<file path="src/rtl/alu_arbiter.sv">
// Round-robin arbiter sharing one combinational ALU between two requesters.
// Optional divide-by-zero guard with err output: define ALU_DIVZERO_CHK_EN.
module alu_arbiter #(
    parameter int WAIT_CYC = 1,
    parameter int CNT_W    = 4
) (
    input  logic        clk,
    input  logic        rst_n,
    input  logic        req0,
    input  logic [2:0]  sel0,
    input  logic [31:0] a0,
    input  logic [31:0] b0,
    output logic        done0,
    input  logic        req1,
    input  logic [2:0]  sel1,
    input  logic [31:0] a1,
    input  logic [31:0] b1,
    output logic        done1,
    output logic [31:0] res,
    output logic        z,
`ifdef ALU_DIVZERO_CHK_EN
    output logic        err,
`endif
    output logic        busy,
    output logic [31:0] alu_op1,
    output logic [31:0] alu_op2,
    output logic [2:0]  alu_sel,
    input  logic [31:0] alu_res,
    input  logic        alu_z
);

    typedef enum logic [1:0] {
        ST_IDLE = 2'b00,
        ST_EXEC = 2'b01,
        ST_DONE = 2'b10
    } state_t;

    localparam logic [CNT_W-1:0] LAST_CNT = CNT_W'(WAIT_CYC - 1);

    state_t            state_q, state_d;
    logic [CNT_W-1:0]  cnt_q, cnt_d;
    logic              owner_q, owner_d;
    logic              last_grant_q, last_grant_d;
    logic [31:0]       op1_q, op1_d;
    logic [31:0]       op2_q, op2_d;
    logic [2:0]        sel_q, sel_d;
    logic [31:0]       res_q, res_d;
    logic              z_q, z_d;
    logic              err_q, err_d;
    logic              done0_q, done0_d;
    logic              done1_q, done1_d;
    logic              busy_q, busy_d;
    logic              grant1_s;

    // Next-state, grant selection and result capture
    always_comb begin
        state_d      = state_q;
        cnt_d        = cnt_q;
        owner_d      = owner_q;
        last_grant_d = last_grant_q;
        op1_d        = op1_q;
        op2_d        = op2_q;
        sel_d        = sel_q;
        res_d        = res_q;
        z_d          = z_q;
        err_d        = err_q;
        done0_d      = 1'b0;
        done1_d      = 1'b0;
        // Port 1 wins only if port 0 is idle or port 0 had the last grant
        grant1_s     = req1 && (!req0 || !last_grant_q);

        case (state_q)
            ST_IDLE: begin
                op1_d = 32'd0;
                op2_d = 32'd0;
                sel_d = 3'b000;
                if (req0 || req1) begin
                    owner_d      = grant1_s;
                    last_grant_d = grant1_s;
                    op1_d        = grant1_s ? a1 : a0;
                    op2_d        = grant1_s ? b1 : b0;
                    sel_d        = grant1_s ? sel1 : sel0;
                    cnt_d        = {CNT_W{1'b0}};
                    state_d      = ST_EXEC;
                end else begin
                    state_d = ST_IDLE;
                end
            end
            ST_EXEC: begin
                if (cnt_q == LAST_CNT) begin
                    res_d = alu_res;
                    z_d   = alu_z;
                    err_d = 1'b0;
                    if (sel_q == 3'b111) begin
                        res_d = 32'd0;
                        z_d   = 1'b1;
                    end
`ifdef ALU_DIVZERO_CHK_EN
                    else if ((sel_q == 3'b011) && (op2_q == 32'd0)) begin
                        res_d = 32'hFFFF_FFFF;
                        z_d   = 1'b0;
                        err_d = 1'b1;
                    end
`endif
                    else begin
                        res_d = alu_res;
                    end
                    done0_d = !owner_q;
                    done1_d = owner_q;
                    state_d = ST_DONE;
                end else begin
                    cnt_d = cnt_q + CNT_W'(1);
                end
            end
            ST_DONE: begin
                // Requests are ignored here so the owner can drop req
                op1_d   = 32'd0;
                op2_d   = 32'd0;
                sel_d   = 3'b000;
                state_d = ST_IDLE;
            end
            default: begin
                state_d = ST_IDLE;
            end
        endcase

        busy_d = (state_d != ST_IDLE);
    end

    // State and output registers
    always_ff @(posedge clk or negedge rst_n) begin
        if (!rst_n) begin
            state_q      <= ST_IDLE;
            cnt_q        <= {CNT_W{1'b0}};
            owner_q      <= 1'b0;
            last_grant_q <= 1'b1;
            op1_q        <= 32'd0;
            op2_q        <= 32'd0;
            sel_q        <= 3'b000;
            res_q        <= 32'd0;
            z_q          <= 1'b0;
            err_q        <= 1'b0;
            done0_q      <= 1'b0;
            done1_q      <= 1'b0;
            busy_q       <= 1'b0;
        end else begin
            state_q      <= state_d;
            cnt_q        <= cnt_d;
            owner_q      <= owner_d;
            last_grant_q <= last_grant_d;
            op1_q        <= op1_d;
            op2_q        <= op2_d;
            sel_q        <= sel_d;
            res_q        <= res_d;
            z_q          <= z_d;
            err_q        <= err_d;
            done0_q      <= done0_d;
            done1_q      <= done1_d;
            busy_q       <= busy_d;
        end
    end

    assign done0   = done0_q;
    assign done1   = done1_q;
    assign res     = res_q;
    assign z       = z_q;
    assign busy    = busy_q;
    assign alu_op1 = op1_q;
    assign alu_op2 = op2_q;
    assign alu_sel = sel_q;
`ifdef ALU_DIVZERO_CHK_EN
    assign err     = err_q;
`else
    logic unused_err_s;
    assign unused_err_s = err_q;
`endif

endmodule

</file>
<file path="config.mk">
export PLATFORM = sky130hd
export DESIGN_NAME = alu_arbiter
export DESIGN_NICKNAME = d
export VERILOG_FILES = /design/src/rtl/alu_arbiter.sv
export SDC_FILE = /design/constraint.sdc
export NUM_CORES = 1
export LEC_CHECK = 0
export ABC_AREA = 1
export ABC_CLOCK_PERIOD_IN_PS = 2200
export CELL_PAD_IN_SITES_DETAIL_PLACEMENT = 0
export CELL_PAD_IN_SITES_GLOBAL_PLACEMENT = 1
export CORE_ASPECT_RATIO = 0.7
export CORE_MARGIN = 1
export CORE_UTILIZATION = 32
export CTS_BUF_LIST = sky130_fd_sc_hd__clkbuf_8
export DETAILED_ROUTE_END_ITERATION = 10
export GPL_ROUTABILITY_DRIVEN = 0
export GPL_TIMING_DRIVEN = 0
export PLACE_DENSITY = 0.9
export SLEW_MARGIN = 0
export SYNTH_ARGS = -nofsm -noshare
export SYNTH_HDL_FRONTEND = slang
export SYNTH_SLANG_ARGS = --single-unit
export TNS_END_PERCENT = 30
</file>
<file path="constraint.sdc">
create_clock -name clk -period 2.2 [get_ports clk]
set_clock_uncertainty 0.05 [all_clocks]
set_input_delay 0.44 -clock clk [delete_from_list [all_inputs] [get_ports clk]]
set_output_delay 0.44 -clock clk [all_outputs]
set_load 0.01 [all_outputs]
</file>
==> results.cfg, run 1 <==
[status]
status = finished, final reports clean

[yosys]
synth_seq_cells = 111
synth.distinct_cells = 24
ys_warn_count = 0
ys_seq_area_share_pct = 47.23
yosysTopAreaCell = dfrtp_1
avgSynthCellArea_um2 = 7.593
yosysTopAreaCellShare_pct = 46.78
synth.net_count = 948
synth_area_um2 = 5884
ys_top_cells_by_area = dfrtp_1 47%, nand2_1 22%, nand3b_1 8.5%
syn-instance-count = 775

[sta]
hold_viol_final = 0
drv_slew = 0
min_period_over_period_pct = 83.72
setup_violations = 0
max_slew_margin_pct = 62.58
rsz0062_at_grt = false
fmax_mhz = 542.9
tightest_slew_ns = 0.5613
min_period_ns = 1.842

[power_and_ir_drop]
power.leakage_nw = 4.712
power_mw = 9.737
power_density_nw_per_um2 = 1066
vdd_drop_max_mv = 0.5206

[clock_network]
numCtsBuffers = 9
cts_sinks = 111
root_buffer = clkbuf_8
cts_tree = built
path_clk_slew_ns = 0.11
insertion_delay_ns = 0.38
clockBufferDepth = 2
cts_hold_buf = 1
htree_levels = 3
cts_resized = 0
postCtsSetupBuffers = 0

[worst_setup_path]
path_delay_family = buffers and inverters
worstSetupPathType = register to primary output
startpoint_type = register
slowest_stage = clkdlybuf4s50_1
cp_data_arrival_time_ns = 1.35
critPathBufInv = 1
cp-end-kind = primary output
max_stage_delay_ns = 0.56
path_max_fanout = 2
crit_chain = clkdlybuf4s50_1
required_ns = 1.71

[floorplanning]
die_y_um = 115.5
fp-row-count = 41
core_um2 = 18010
die_w_um = 164.1
dieArea_um2 = 18940
io_pins = 274
initial_core_util_pct = 32.68

[global_route]
grt_antenna_before_repair = 0
grt_first_pass_wirelength_um = 28520
grt_use_total_pct = 19.45
grt_max_degree = 83
grt_pass1_vias = 5485
grt_overflow = 0

[route]
drtAntennaViolNets = 0
wl_per_cell_um = 13.94
drt_iter0_drc = 402
wirelength_um = 18130
drc = 0
vias_per_cell = 4.437
via_count = 5773
dr.pass1.iters = 5

[finish]
drive_gt1_share_pct = 7.136
antenna_cells = 0
syn2layout_area_growth_pct = 55.18
final_nets = 1233
fin_util_pct = 50.71

[placed_design]
io_buffers = 272
post-dp-hpwl_um = 13640

[job]
drv_cap = 0

[min_path]
hold_class = register to register
-- cells in the final DEF, fill, tap and decap left out, types with 2 or more instances in the layout --
cell type / instances
buf_1: 4
buf_2: 22
buf_4: 3
buf_6: 10
clkbuf_1: 8
clkbuf_8: 11
clkdlybuf4s50_1: 271
clkinv_2: 2
dfrtp_1: 110
ha_1: 2
inv_1: 106
inv_2: 2
inv_6: 2
nand2_1: 345
nand2_2: 3
nand3_1: 66
nand3_2: 11
nand3b_1: 67
nand4_1: 2
nor2_1: 5
nor2_8: 3
-- report_power, final --
group	switching (mW)	internal, mW
logic	2.54	2.54
registers	0.497	2.92
clock network	0.753	0.486
total	3.79	5.94
-- sequential cells by signal, summed over array words and instances (netlist names) --
register	flops
cnt_q	4
alu_sel	3
alu_op2	32
last_grant_q	1
z	1
res	32
busy	1
owner_q	1
done1	1
state_q	2
alu_op1	32
done0	1
-- final timing paths --
check / from / endpoint / cells after the start / slack [ns]
min reg2reg: owner_q$_DFFE_PN0N_ / done0$_DFF_PN0_ / 1 / 0.38
max in group asynchronous: rst_n / last_grant_q$_DFFE_PN1N_ / 3 / 0.92
min in group asynchronous: rst_n / res[29]$_DFFE_PN0P_ / 2 / 0.44
max: alu_op2[10]$_DFFE_PN0P_ / alu_op2[10] / 1 / 0.36
max reg2reg: last_grant_q$_DFFE_PN1N_ / alu_op2[21]$_DFFE_PN0P_ / 7 / 0.65
min: owner_q$_DFFE_PN0N_ / done0$_DFF_PN0_ / 1 / 0.38
-- through the flow --
step / hold slack, ns / setup slack, ns / instances / instance area (um^2) / TNS, ns
after CTS: 0.3847 / 0.3157 / 1301 / 9131 / 0
after detailed placement: 0.2934 / 0.08131 / 1284 / 8931 / 0
after global routing: 0.4182 / 0.2887 / 1301 / 9131 / 0
after floorplan: 0.09441 / 0.8742 / 775 / 5884 / 0
after global placement: 0.3594 / -3.934 / 1283 / 8902 / -433.89
final: 0.3813 / 0.3581 / 1301 / 9131 / 0
-- cell usage after synthesis --
library cell and number:
inv_1 106, nor2_1 5, clkbuf_1 8, buf_1 4, ha_1 2, nand3b_1 67
buf_4 3, nand3_1 66, buf_6 9, nand2_1 345, nand2_4 1, o21ai_1 1
nor2_2 1, buf_2 22, nand3_2 11, inv_2 2, o21ai_0 1, nor2_8 3
dfstp_2 1, nor2_4 1, inv_6 1, nand4_1 2, nand2_2 3, dfrtp_1 110
-- final cells by class --
class,count,area [um^2]
fill,1751,8875
inverter,109,414.1
clock buffer,11,151.4
timing repair buffer,274,2761
sequential,111,2779
tap,236,295.3
multi-input combinational,509,2412
clock inverter,5,38.79
buffer,46,279.0
-- metal layers --
layer | wire, um | part of all wire (%) | track usage (%)
met1 | 8335 | 46 | 25.93
met2 | 8060 | 44 | 30.72
met3 | 1612 | 8.9 | 6.729
met4 | 125 | 0.69 | 3.704
met5 | 0 | 0 | 0
-- cells by family (layout without fill, tap and decap cells) --
kind of cell / count (synthesis) / count (layout) / share of synthesized area (%)
adders and majority gates: 2 / 2 / 0.4252
and+or+nand+nor: 505 / 505 / 40.40
buffers and inverters: 155 / 445 / 11.78
AOI/OAI and AO/OA: 2 / 2 / 0.1699
DFF: 111 / 111 / 47.23
(Power assumes the default switching activity.)
==> run 2, diff against run 1 <==
--- a/config.mk
+++ b/config.mk
@@ -6,17 +6,17 @@
 export NUM_CORES = 1
 export LEC_CHECK = 0
 export ABC_AREA = 1
-export ABC_CLOCK_PERIOD_IN_PS = 2200
+export ABC_CLOCK_PERIOD_IN_PS = 1600
 export CELL_PAD_IN_SITES_DETAIL_PLACEMENT = 0
 export CELL_PAD_IN_SITES_GLOBAL_PLACEMENT = 1
 export CORE_ASPECT_RATIO = 0.7
 export CORE_MARGIN = 1
-export CORE_UTILIZATION = 32
+export CORE_UTILIZATION = 27
 export CTS_BUF_LIST = sky130_fd_sc_hd__clkbuf_8
 export DETAILED_ROUTE_END_ITERATION = 10
 export GPL_ROUTABILITY_DRIVEN = 0
 export GPL_TIMING_DRIVEN = 0
-export PLACE_DENSITY = 0.9
+export PLACE_DENSITY = 0.81
 export SLEW_MARGIN = 0
 export SYNTH_ARGS = -nofsm -noshare
 export SYNTH_HDL_FRONTEND = slang
==> constraint.sdc (replaced) <==
create_clock -name clk -period 1.6 [get_ports clk]
set_clock_uncertainty 0.05 [all_clocks]
set_input_delay 0.32 -clock clk [delete_from_list [all_inputs] [get_ports clk]]
set_output_delay 0.32 -clock clk [all_outputs]
set_load 0.01 [all_outputs]
==> run 2 against run 1 <==
Against the previous run: cell count grew 3.2%; first-iteration DRC count shrank 34%; critical endpoint is now alu_op2[6]$_DFFE_PN0P_; register-to-register slack lost 0.55 ns; global-route usage shrank 2.2 points; flip-flop and latch count unchanged; clock-buffer cell count down 2; wire length up 5.5%; power rose by 30%; non-clock buffer count up 1; largest cell class unchanged.
==> results.cfg, run 2 (synthesized netlist as in run 1, its figures left out) <==
[sta]
setup_slack_ns = 0.09919
fmax_mhz = 666.3
max_slew_margin_pct = 61.28
setup_violations = 0
min_period_ns = 1.501
drv_slew = 0
min_period_over_period_pct = 93.80
hold_viol_final = 0
rsz0062_at_grt = false
tightest_slew_ns = 0.5808

[route]
vias_per_cell = 4.305
wirelength_um = 19130
via_count = 5777
dr.pass1.iters = 6
drtAntennaViolNets = 0
drc = 0
wl_per_cell_um = 14.25
drt_iter0_drc = 267

[finish]
final_common_cell = nand2_1
syn2layout_area_growth_pct = 54.22
antenna_cells = 0
fin_util_pct = 43.15
final_nets = 1234
drive_gt1_share_pct = 7.317
final_cell_mix = 345 x nand2_1, 168 x clkdlybuf4s50_1, 110 x dfrtp_1, 106 x inv_1, 103 x dlygate4sd2_1
final-instance-count-excl-fill = 1342

[worst_setup_path]
max_stage_delay_ns = 0.57
cp-end-kind = register
startpoint_type = register
critPathLaunch = last_grant_q$_DFFE_PN1N_
r2r_start = last_grant_q$_DFFE_PN1N_
path_max_fanout = 10
required_ns = 1.84
cp_data_arrival_time_ns = 1.74
crit_chain = nand2_4 -> nand2_4 -> buf_6 -> buf_6 -> nand2_1 -> nand3_1 -> nand2_1
slowest_stage = dfstp_2
worstRegToRegCells = 7
worstSetupPathType = register to register

[clock_network]
numCtsBuffers = 9
cts_sinks = 111
insertion_delay_ns = 0.39
htree_levels = 3
cts_tree = built
path_clk_slew_ns = 0.13
clockBufferDepth = 2
root_buffer = clkbuf_8

[global_route]
grt_max_degree = 59
grt_first_pass_wirelength_um = 29850
grt_use_total_pct = 17.20
grt_overflow = 0
grt_pass1_vias = 5639
grt_antenna_before_repair = 0

[placed_design]
io_buffers = 272
dpl.cell_count = 1324
post-place-ws_ns = -0.4487
post-dp-hpwl_um = 14300

[floorplanning]
core_um2 = 21030
dieArea_um2 = 22400
initial_core_util_pct = 27.98
die_w_um = 178.5
die_y_um = 125.5
fp-row-count = 44
io_pins = 274

[min_path]
hold_path_depth = 1
hold_class = register to register
min_from = owner_q$_DFFE_PN0N_

[power_and_ir_drop]
seq_power_share_pct = 36.8
vdd_drop_max_mv = 0.5663
p_int_mw = 7.320
clock_power_share_pct = 13.6
power_frac_comb_pct = 49.6
p_sw_share_pct = 42.02
power_mw = 12.63
p_switching_mw = 5.306
power_density_nw_per_um2 = 1391
power.leakage_nw = 5.004

[job]
drv_cap = 0

[status]
status = finished, final reports clean
==> run 2: what timing repair did <==
action,4_1_cts,5_1_grt
buffers inserted,0,1
endpoints found under the setup margin,108,14
endpoints found under the hold margin,56,0
gates resized for setup,104,5
pin swaps,0,1
hold buffers,1,0
==> run 2: cell type report <==
| cell class | instances | area [um^2] |
|---|---|---|
| plain buffers | 46 | 286.5 |
| inverters | 109 | 414.1 |
| fillers | 2212 | 11960 |
| clock buffers | 9 | 123.9 |
| repair buffers | 275 | 2640 |
| clock inverters | 7 | 63.81 |
| flip-flops and latches | 111 | 2779 |
| well taps | 276 | 345.3 |
| multi-input cells | 509 | 2422 |
==> run 2: power by group through the flow <==
| stage | sequential (mW) | combinational, mW | clock [mW] |
|---|---|---|---|
| global placement | 4.74 | 7.07 | 0 |
| CTS | 4.65 | 6.37 | 1.84 |
| global route | 4.80 | 6.98 | 1.92 |
| detailed placement | 4.72 | 7.14 | 0 |
| finish | 4.64 | 6.26 | 1.72 |
| floorplan | 5.22 | 2.81 | 0 |
==> run 2: metal layers <==
layer	track usage, %	part of all wire, %	vias up
met4	3.190	0.79	0
met5	0	0	-
met1	22.37	46	2636
met2	26.99	43	209
met3	6.843	10	11
li1	-	-	2921
==> run 2: stage by stage <==
step	area, um^2	hold WS, ns	setup TNS, ns
after floorplan	5884	-0.02559	0
after global placement	8952	0.3657	-523.37
after detailed placement	8981	0.2906	-21.69
after CTS	9055	0.3743	-0.001949
after global routing	9075	0.4140	0
final	9075	0.3726	0
==> run 2: worst paths after layout <==
path | slack [ns] | end
hold reg to reg | 0.37 | done0$_DFF_PN0_
setup reg to reg | 0.1 | alu_op2[6]$_DFFE_PN0P_
min in group asynchronous | 0.40 | alu_op1[21]$_DFFE_PN0P_
max in group asynchronous | 0.39 | alu_op2[27]$_DFFE_PN0P_
setup / recovery | 0.1 | alu_op2[6]$_DFFE_PN0P_
hold / removal | 0.37 | done0$_DFF_PN0_
==> run 2: critical path: cells and delay by family, from the launching register on <==
| kind | cells | cell delay [ns] |
|---|---|---|
| AND/OR/NAND/NOR | 5 | 0.48 |
| buffers and inverters | 2 | 0.32 |
| flip-flops | 1 | 0.57 |
==> run 3, diff against run 2 <==
--- a/config.mk
+++ b/config.mk
@@ -13,6 +13,7 @@
 export CORE_MARGIN = 1
 export CORE_UTILIZATION = 27
 export CTS_BUF_LIST = sky130_fd_sc_hd__clkbuf_8
+export CTS_CLUSTER_DIAMETER = 30
 export DETAILED_ROUTE_END_ITERATION = 10
 export GPL_ROUTABILITY_DRIVEN = 0
 export GPL_TIMING_DRIVEN = 0
==> results of run 3 <==
No change in the layout: final DEF, timing and power equal those of run 2.
